**src/rtl/marble_launcher_pkg.sv**
```systemverilog
// rtl/marble_launcher_pkg.sv - shared state encoding and side constants for the marble launcher
package marble_launcher_pkg;

   typedef enum logic [2:0] {
      ST_IDLE    = 3'd0,
      ST_RELEASE = 3'd1,
      ST_FLIGHT  = 3'd2,
      ST_DONE    = 3'd3,
      ST_ERROR   = 3'd4
   } state_t;

   localparam logic SIDE_BLUE = 1'b0;
   localparam logic SIDE_RED  = 1'b1;

endpackage

```
**src/rtl/marble_hopper.sv**
```systemverilog
// rtl/marble_hopper.sv - marble hopper counter; load beats decrement, never wraps below zero
module marble_hopper #(
   parameter int CNT_W = 4,
   parameter int INIT  = 8
) (
   input  logic             i_clk,
   input  logic             i_rst_n,
   input  logic             i_load,
   input  logic             i_dec,
   output logic [CNT_W-1:0] o_count,
   output logic             o_empty
);

   localparam logic [CNT_W-1:0] INIT_VAL = CNT_W'(INIT);

   always_ff @(posedge i_clk or negedge i_rst_n) begin
      if (!i_rst_n) begin
         o_count <= INIT_VAL;
      end else if (i_load) begin
         o_count <= INIT_VAL;
      end else if (i_dec && (o_count != '0)) begin
         o_count <= o_count - 1'b1;
      end
   end

   assign o_empty = (o_count == '0);

endmodule

```
**src/rtl/marble_launcher.sv**
```systemverilog
// rtl/marble_launcher.sv - top marble source: one-marble-in-flight FSM feeding the cell fabric
module marble_launcher
   import marble_launcher_pkg::*;
#(
   parameter int BLUE_COUNT = 8,
   parameter int RED_COUNT  = 8,
   parameter int CNT_W      = 4,
   parameter int TIMEOUT    = 64
) (
   input  logic             i_clk,
   input  logic             i_rst_n,
   input  logic             i_start,
   input  logic             i_start_side,
   input  logic             i_reload,
   input  logic             i_trig_left,
   input  logic             i_trig_right,
   input  logic             i_intercepted,
   output logic             o_left,
   output logic             o_right,
   output logic [CNT_W-1:0] o_blue_left,
   output logic [CNT_W-1:0] o_red_left,
   output logic             o_busy,
   output logic             o_done,
   output logic             o_error
);

   localparam int TW = (TIMEOUT > 0) ? $clog2(TIMEOUT + 1) : 1;
   localparam logic [TW-1:0] T_LAST = TW'((TIMEOUT > 0) ? TIMEOUT - 1 : 0);

   state_t        state;
   logic          side;
   logic [TW-1:0] timer;
   logic          blue_empty;
   logic          red_empty;

   // Counts drop on the edge leaving RELEASE, so the pulse and decrement share one state.
   marble_hopper #(.CNT_W(CNT_W), .INIT(BLUE_COUNT)) u_blue (
      .i_clk   (i_clk),
      .i_rst_n (i_rst_n),
      .i_load  (i_reload),
      .i_dec   ((state == ST_RELEASE) && (side == SIDE_BLUE)),
      .o_count (o_blue_left),
      .o_empty (blue_empty)
   );

   marble_hopper #(.CNT_W(CNT_W), .INIT(RED_COUNT)) u_red (
      .i_clk   (i_clk),
      .i_rst_n (i_rst_n),
      .i_load  (i_reload),
      .i_dec   ((state == ST_RELEASE) && (side == SIDE_RED)),
      .o_count (o_red_left),
      .o_empty (red_empty)
   );

   always_ff @(posedge i_clk or negedge i_rst_n) begin
      if (!i_rst_n) begin
         state <= ST_IDLE;
         side  <= SIDE_BLUE;
         timer <= '0;
      end else if (i_reload) begin
         state <= ST_IDLE;
         timer <= '0;
      end else begin
         case (state)
            ST_IDLE: begin
               if (i_start) begin
                  side  <= i_start_side;
                  state <= (i_start_side ? red_empty : blue_empty) ? ST_DONE : ST_RELEASE;
               end
            end
            ST_RELEASE: begin
               timer <= '0;
               state <= ST_FLIGHT;
            end
            ST_FLIGHT: begin
               if (i_trig_left && i_trig_right) begin
                  state <= ST_ERROR;
               end else if (i_intercepted) begin
                  state <= ST_DONE;
               end else if (i_trig_left) begin
                  side  <= SIDE_BLUE;
                  state <= blue_empty ? ST_DONE : ST_RELEASE;
               end else if (i_trig_right) begin
                  side  <= SIDE_RED;
                  state <= red_empty ? ST_DONE : ST_RELEASE;
               end else if ((TIMEOUT != 0) && (timer == T_LAST)) begin
                  state <= ST_ERROR;
               end else begin
                  timer <= timer + 1'b1;
               end
            end
            default: state <= state;
         endcase
      end
   end

   assign o_left  = (state == ST_RELEASE) && (side == SIDE_BLUE);
   assign o_right = (state == ST_RELEASE) && (side == SIDE_RED);
   assign o_busy  = (state == ST_RELEASE) || (state == ST_FLIGHT);
   assign o_done  = (state == ST_DONE);
   assign o_error = (state == ST_ERROR);

endmodule

```
**config.mk**
```make
export PLATFORM = sky130hd
export DESIGN_NAME = marble_launcher
export DESIGN_NICKNAME = d
export VERILOG_FILES = /design/src/rtl/marble_launcher_pkg.sv /design/src/rtl/marble_hopper.sv /design/src/rtl/marble_launcher.sv
export SDC_FILE = /design/constraint.sdc
export NUM_CORES = 1
export LEC_CHECK = 0
export CAP_MARGIN = 20
export CELL_PAD_IN_SITES_DETAIL_PLACEMENT = 1
export CELL_PAD_IN_SITES_GLOBAL_PLACEMENT = 2
export CORE_MARGIN = 3
export CORE_UTILIZATION = 28
export DETAILED_ROUTE_END_ITERATION = 8
export PLACE_DENSITY = 0.76
export REMOVE_ABC_BUFFERS = 1
export SLEW_MARGIN = 30
export SYNTH_ARGS = -nofsm -noshare
export SYNTH_HDL_FRONTEND = slang
export SYNTH_SLANG_ARGS = --single-unit
```
**constraint.sdc**
```tcl
create_clock -name i_clk -period 1.7 [get_ports i_clk]
set_input_delay 0.34 -clock i_clk [delete_from_list [all_inputs] [get_ports i_clk]]
set_output_delay 0.34 -clock i_clk [all_outputs]
set_load 0.03 [all_outputs]
```
# --- Word level (Yosys, flattened, before mapping) ---
# Index checks and enable logic that the tools add are counted.
classes:
  n_eq_ne: 16
  n_mux: 29
  n_bitwise: 2
  n_addsub: 3
  reduce_logical: 19
ops:
  columns: ["cell", "n"]
  rows:
  - ["two-way mux 7 bit", 6]
  - ["two-way mux 3 bit", 7]
  - ["inequality test 3 bit, second input constant", 7]
  - ["two-way mux 4 bit", 4]
  - ["case mux 7 bit (2 select lines)", 1]
  - ["AND reduction 6 bit", 2]
  - ["nonzero test 4 bit", 3]
  - ["case mux 3 bit (3 select lines)", 1]
  - ["logical NOT 4 bit", 2]
  - ["subtractor 4 x 1 -> 4 bit, second input constant", 2]
  - ["adder 7 x 1 -> 7 bit, second input constant", 1]
  - ["equality test 7 x 6 -> 1 bit, second input constant", 1]
  - ["inequality test 7 bit, second input constant", 1]
  - ["equality test 3 x 2 -> 1 bit, second input constant", 2]
  - ["two-way mux 1 bit", 6]
  - ["two-way mux 2 bit", 3]
  - ["inequality test 2 bit, second input constant", 3]
  - ["nonzero test 2 bit", 3]
  - ["logical AND 1 bit", 5]
  - ["equality test 3 x 1 -> 1 bit, second input constant", 1]
  - ["equality test 3 bit, second input constant", 1]
  - ["logical NOT 3 bit", 1]
  - ["AND reduction 3 bit", 1]
  - ["nonzero test 3 bit", 1]
  - ["other kinds (3)", 4]
totals:
  output_inout_bits: 13
  in_bits: 8
  reg_bits: 19
  elab_cells: 74

# --- Logic depth before layout (Yosys ltp) ---
# Gate-level depths: netlist of run 1.
depth:
  depth_word: 8
  ltp_mapped: 6
  depth_no_buf: 6

# --- Modules after synthesis ---
# Synthesis of run 1 repeated with hierarchy kept, for this count alone.
hier_totals:
  hier_cells: 133
  hier_area_um2: 1295.0
by_module_without_submodules:
  columns: ["mod", "instances", "cells_per_inst", "seq_area_each_um2", "area_each_um2"]
  rows:
  - ["marble_launcher", 1, 87, 275.3, 819.5]
  - ["marble_hopper", 2, 23, 101.3, 237.7]

# --- Worst setup path before layout of run 1 ---
# OpenSTA, ideal clock, no wires.
synth_timing:
  kind: "flip-flop to flip-flop"
  from: "register state[1]"
  to: "register u_blue.o_count[2]"
  path_buffers: 0
  synth_period_minus_slack_ns: 2.173
  t_arrival_ns: 2.041
  stages_incl_launch_ff: 5
  slack_ns: -0.473
  cell_sequence: "dfrtp_1 > nor4b_1 > nand3_1 > xor2_1 > nor2_1"
synth_between:
  elab_chain_len: 4
synth_rtl:
  columns: ["item", "line", "rtl"]
  rows:
  - ["start, declared", "marble_launcher.sv:30", "state_t state;"]
  - ["start signal, assigned", "marble_launcher.sv:68", "state <= (i_start_side ? red_empty : blue_empty) ? ST_DONE : ST_RELEASE;"]
  - ["start signal, assigned", "marble_launcher.sv:82", "state <= blue_empty ? ST_DONE : ST_RELEASE;"]
  - ["start signal, assigned", "marble_launcher.sv:85", "state <= red_empty ? ST_DONE : ST_RELEASE;"]
  - ["equality test 3 x 1 -> 1 bit", null, null]
  - ["logical AND 1 bit", null, null]
  - ["via o_left", "marble_launcher.sv:18", "output logic o_left,"]
  - ["logical AND 1 bit", "marble_hopper.sv:21", "end else if (i_dec && (o_count != '0)) begin"]
  - ["nonzero test 2 bit (no source line)", null, null]
  - ["end signal, assigned", "marble_hopper.sv:22", "o_count <= o_count - 1'b1;"]
  - ["end, declared", "marble_hopper.sv:10", "output logic [CNT_W-1:0] o_count,"]
# The timed path passes the listed nets, and every way through them passes these cells.
# A chain may end at the register's enable or synchronous reset.

# --- Final worst setup path of run 1 ---
layout_timing:
  from: "register state[0]"
  to: "register timer[5]"
layout_between:
  elab_chain_len: 3
layout_rtl:
  columns: ["item", "line", "rtl"]
  rows:
  - ["equality test 3 x 2 -> 1 bit or equality test 3 x 1 -> 1 bit (tied branches)", "marble_launcher.sv:64", "case (state)"]
  - ["inequality test 3 bit (no source line), or another cell as far along", null, null]
  - ["AND reduction 6 bit (no source line) or two-way mux 7 bit (tied branches)", null, null]
  - ["end signal, assigned", "marble_launcher.sv:89", "timer <= timer + 1'b1;"]
  - ["end, declared", "marble_launcher.sv:32", "logic [TW-1:0] timer;"]
# Several ways; a longest one is shown, not always the timed one.

==> results of run 1 <==
layout by cell type, fill, tap and decap left out, types with 5 or more instances in the layout:
cell type        instances
buf_6                    8
clkdlybuf4s50_1          6
inv_1                    6
a21oi_1                  6
xor2_1                   5
buf_4                   21
dlygate4sd2_1            8
nor2_1                  11
nand2_1                  8
nand3_1                 11
dfrtp_1                 16
nor3_1                   8
cell usage after synthesis (all sizes together) (2+ instances only):
library cell,n
a21oi,6
nand2,8
a31oi,2
ha,4
inv,6
o211ai,3
buf,2
nor2,11
xor2,5
nor3,9
a21boi,2
nor2b,3
xnor2,3
nand3,13
o21ai,3
or3b,3
o31ai,2
dfstp,2
nand2b,3
clkbuf,3
nor3b,5
dfrtp,17
critical path, delay by kind of cell, from the launching register on:
kind / cells / cell delay (ns)
compound gates: 1 / 0.17
flops: 1 / 0.44
simple gates: 3 / 1.08
per-layer routing:
| layer | vias up | part of all wire (%) | GRT usage (%) | wire (um) |
|---|---|---|---|---|
| met5 | - | 0 | 0 | 0 |
| met4 | 0 | 1.6 | 7.10 | 65 |
| met3 | 5 | 2.0 | 2.35 | 81 |
| met2 | 13 | 51 | 28.2 | 2060 |
| met1 | 621 | 45 | 20.4 | 1810 |
| li1 | 580 | - | - | - |
flip-flops by register name, summed over array words and instances (netlist names):
register,cells
state,3
u_red.o_count,4
timer,7
u_blue.o_count,4
side,1
power groups by stage:
stage          combinational (mW)  sequential [mW]  clock, mW
6_report                     1.37            0.685      0.328
3_3_place_gp                 1.20            0.658          0
2_1_floorplan               0.578            0.810          0
3_5_place_dp                 1.26            0.672          0
5_1_grt                      1.49            0.702      0.370
4_1_cts                      1.26            0.669      0.349
kinds of logic (layout without fill, tap and decap cells):
| kind of cell | Yosys count | count (layout) | share of synthesized area, % |
|---|---|---|---|
| simple gates | 65 | 65 | 30.3 |
| compound gates | 27 | 27 | 15.2 |
| flops | 19 | 19 | 38.9 |
| buf+inv | 11 | 55 | 4.08 |
| xor+xnor | 8 | 8 | 5.71 |
| fa+ha+maj | 4 | 4 | 4.08 |
| mux | 2 | 2 | 1.73 |
final cells by class:
cell class / count / area (um2)
timing repair buffer: 45 / 395
multi-input combinational: 106 / 767
clock buffer: 4 / 45.0
sequential: 19 / 479
tap: 50 / 62.6
fill: 500 / 2340
inverter: 6 / 22.5
metrics by stage:
step	setup TNS (ns)	instances	total power [mW]	hold WS [ns]
after detailed placement	-1.62	223	1.93	0.523
final	-0.0760	230	2.38	0.413
after global placement	-1.43	223	1.86	0.517
after floorplan	-1.65	131	1.39	0.0444
after CTS	-0.102	227	2.28	0.417
after global routing	-0.408	230	2.56	0.437
path summary, 6_finish.rpt:
kind                            slack (ns)               end
max in group asynchronous             1.02  u_red.o_count[3]
worst min-delay path                  0.41          timer[2]
min in group i_clk                    0.54          timer[1]
worst min register to register        0.54          timer[1]
worst max-delay path                 -0.05          timer[5]
worst max register to register       -0.05          timer[5]
what timing repair did:
action / in CTS / in global routing
pin swaps: 2 / 1
buffers inserted: 0 / 2
cloned: 0 / 1
endpoints found under the setup margin: 15 / 20
resized for setup: 17 / 15
hold endpoints to repair: 0 / 0
==> results.json, run 1 <==
{
  "outcome": "finished with violations",
  "violations": "setup timing",
  "critPathSlowestCell": "or4b_4",
  "synthFlopType": "dfrtp_1",
  "fp.dieW_um": 72.2,
  "grt_usage_pct": 16.4,
  "tightest_slew_ns": 0.354,
  "pre_cts_ws_ns": -0.425,
  "wl_mm": 4.01,
  "routabilityCongestion": 0.829,
  "avgSynthCellArea_um2": 9.03,
  "viasPerCell": 5.30,
  "post-route-util_pct": 43.1,
  "final_area_um2": 1770,
  "synth_seq_area_share_pct": 38.9,
  "cts_buffer_depth": 2,
  "clock-sinks": 19,
  "syn_inst": 136,
  "wl_per_cell_um": 17.5,
  "reg2reg_depth": 4,
  "synth.area.top_cells": "dfrtp_1, nand3_1, dfstp_2",
  "power-per-cell-area_nw_per_um2": 1340,
  "yosysTopAreaCellShare_pct": 34.7,
  "rsz0062_at_grt": "yes",
  "endpoint_kind": "flop",
  "syn_area_um2": 1230,
  "die-area_um2": 5210,
  "comb_power_share_pct": 57.4,
  "p_leak_nw": 0.777,
  "final_layout_size_suffix_gt1_share_pct": 30.0,
  "hold_violations": 0,
  "r2r_start": "state[0]",
  "intPower_mw": 1.35,
  "setup_viol": 3,
  "antenna_left": 0,
  "hp-class": "primary input to asynchronous set/reset pin",
  "critPathRequiredTime_ns": 1.90,
  "p_sw_share_pct": 43.2,
  "cts_made_buffers": 3,
  "ys_warn_count": 0,
  "dr_total_vias": 1219,
  "synthArstFlopShare_pct": 100,
  "num_rows": 23,
  "clkTransAtPathRegs_ns": 0.07,
  "core_area_um2": 4120,
  "grt_pass1_vias": 1388,
  "grt_pass1_wl_mm": 6.71,
  "synth-edff-count": 0,
  "final_nets": 193,
  "skew_ns": 0.00196,
  "synth-seq-cells": 19,
  "area_delta_synth_final_pct": 44.3,
  "path_cells": "or4b_4 > or4_1 > a21o_1 > nand3_2",
  "synth_area_leader_cell": "dfrtp_1",
  "ir_drop_v": 0.000492,
  "hpwl_mm": 2.97,
  "postCtsHoldBufs": 0,
  "grt_max_degree": 20,
  "cts_tree": "done",
  "start_util_pct": 29.8,
  "critPathMaxStageDelay_ns": 0.54,
  "drc_errors": 0,
  "htree_levels": 1,
  "arrival_ns": 1.95,
  "dr.pass1.iters": 4,
  "die-height_um": 72.2,
  "pwr-share-seq_pct": 28.8,
  "ys_types": 45,
  "period_minus_slack_ns": 1.75,
  "max-slew-margin-rel_pct": 76.2,
  "pwr-share-clk_pct": 13.8,
  "root_buffer": "clkbuf_8",
  "fin_ws_ns": -0.0498,
  "grt_antenna_before_repair": 0,
  "power.switching_mw": 1.03,
  "setup.worst_path.start_class": "flop",
  "ios": 21,
  "grt-ovfl-total": 0,
  "slew_viol_final": 0,
  "worstSetupPathType": "flop to flop",
  "startpoint": "state[0]",
  "diodes": 0,
  "placed_area_um2": 1620,
  "portBuffers": 20,
  "fmax_mhz": 571,
  "clk_latency_ns": 0.26,
  "cp_max_fo": 4,
  "timing.final.crit_share_pct": 103,
  "drt_first_iter_violations": 40,
  "cap_violations": 0
}
Note: power is estimated with default switching activity, not from simulation.
==> run 2: changes to the inputs <==
--- a/config.mk
+++ b/config.mk
@@ -5,7 +5,7 @@
 export SDC_FILE = /design/constraint.sdc
 export NUM_CORES = 1
 export LEC_CHECK = 0
-export CAP_MARGIN = 20
+export CAP_MARGIN = 0
 export CELL_PAD_IN_SITES_DETAIL_PLACEMENT = 1
 export CELL_PAD_IN_SITES_GLOBAL_PLACEMENT = 2
 export CORE_MARGIN = 3
==> results of run 2 <==
Same layout as run 1: the final DEF is identical, and so are final timing and power.
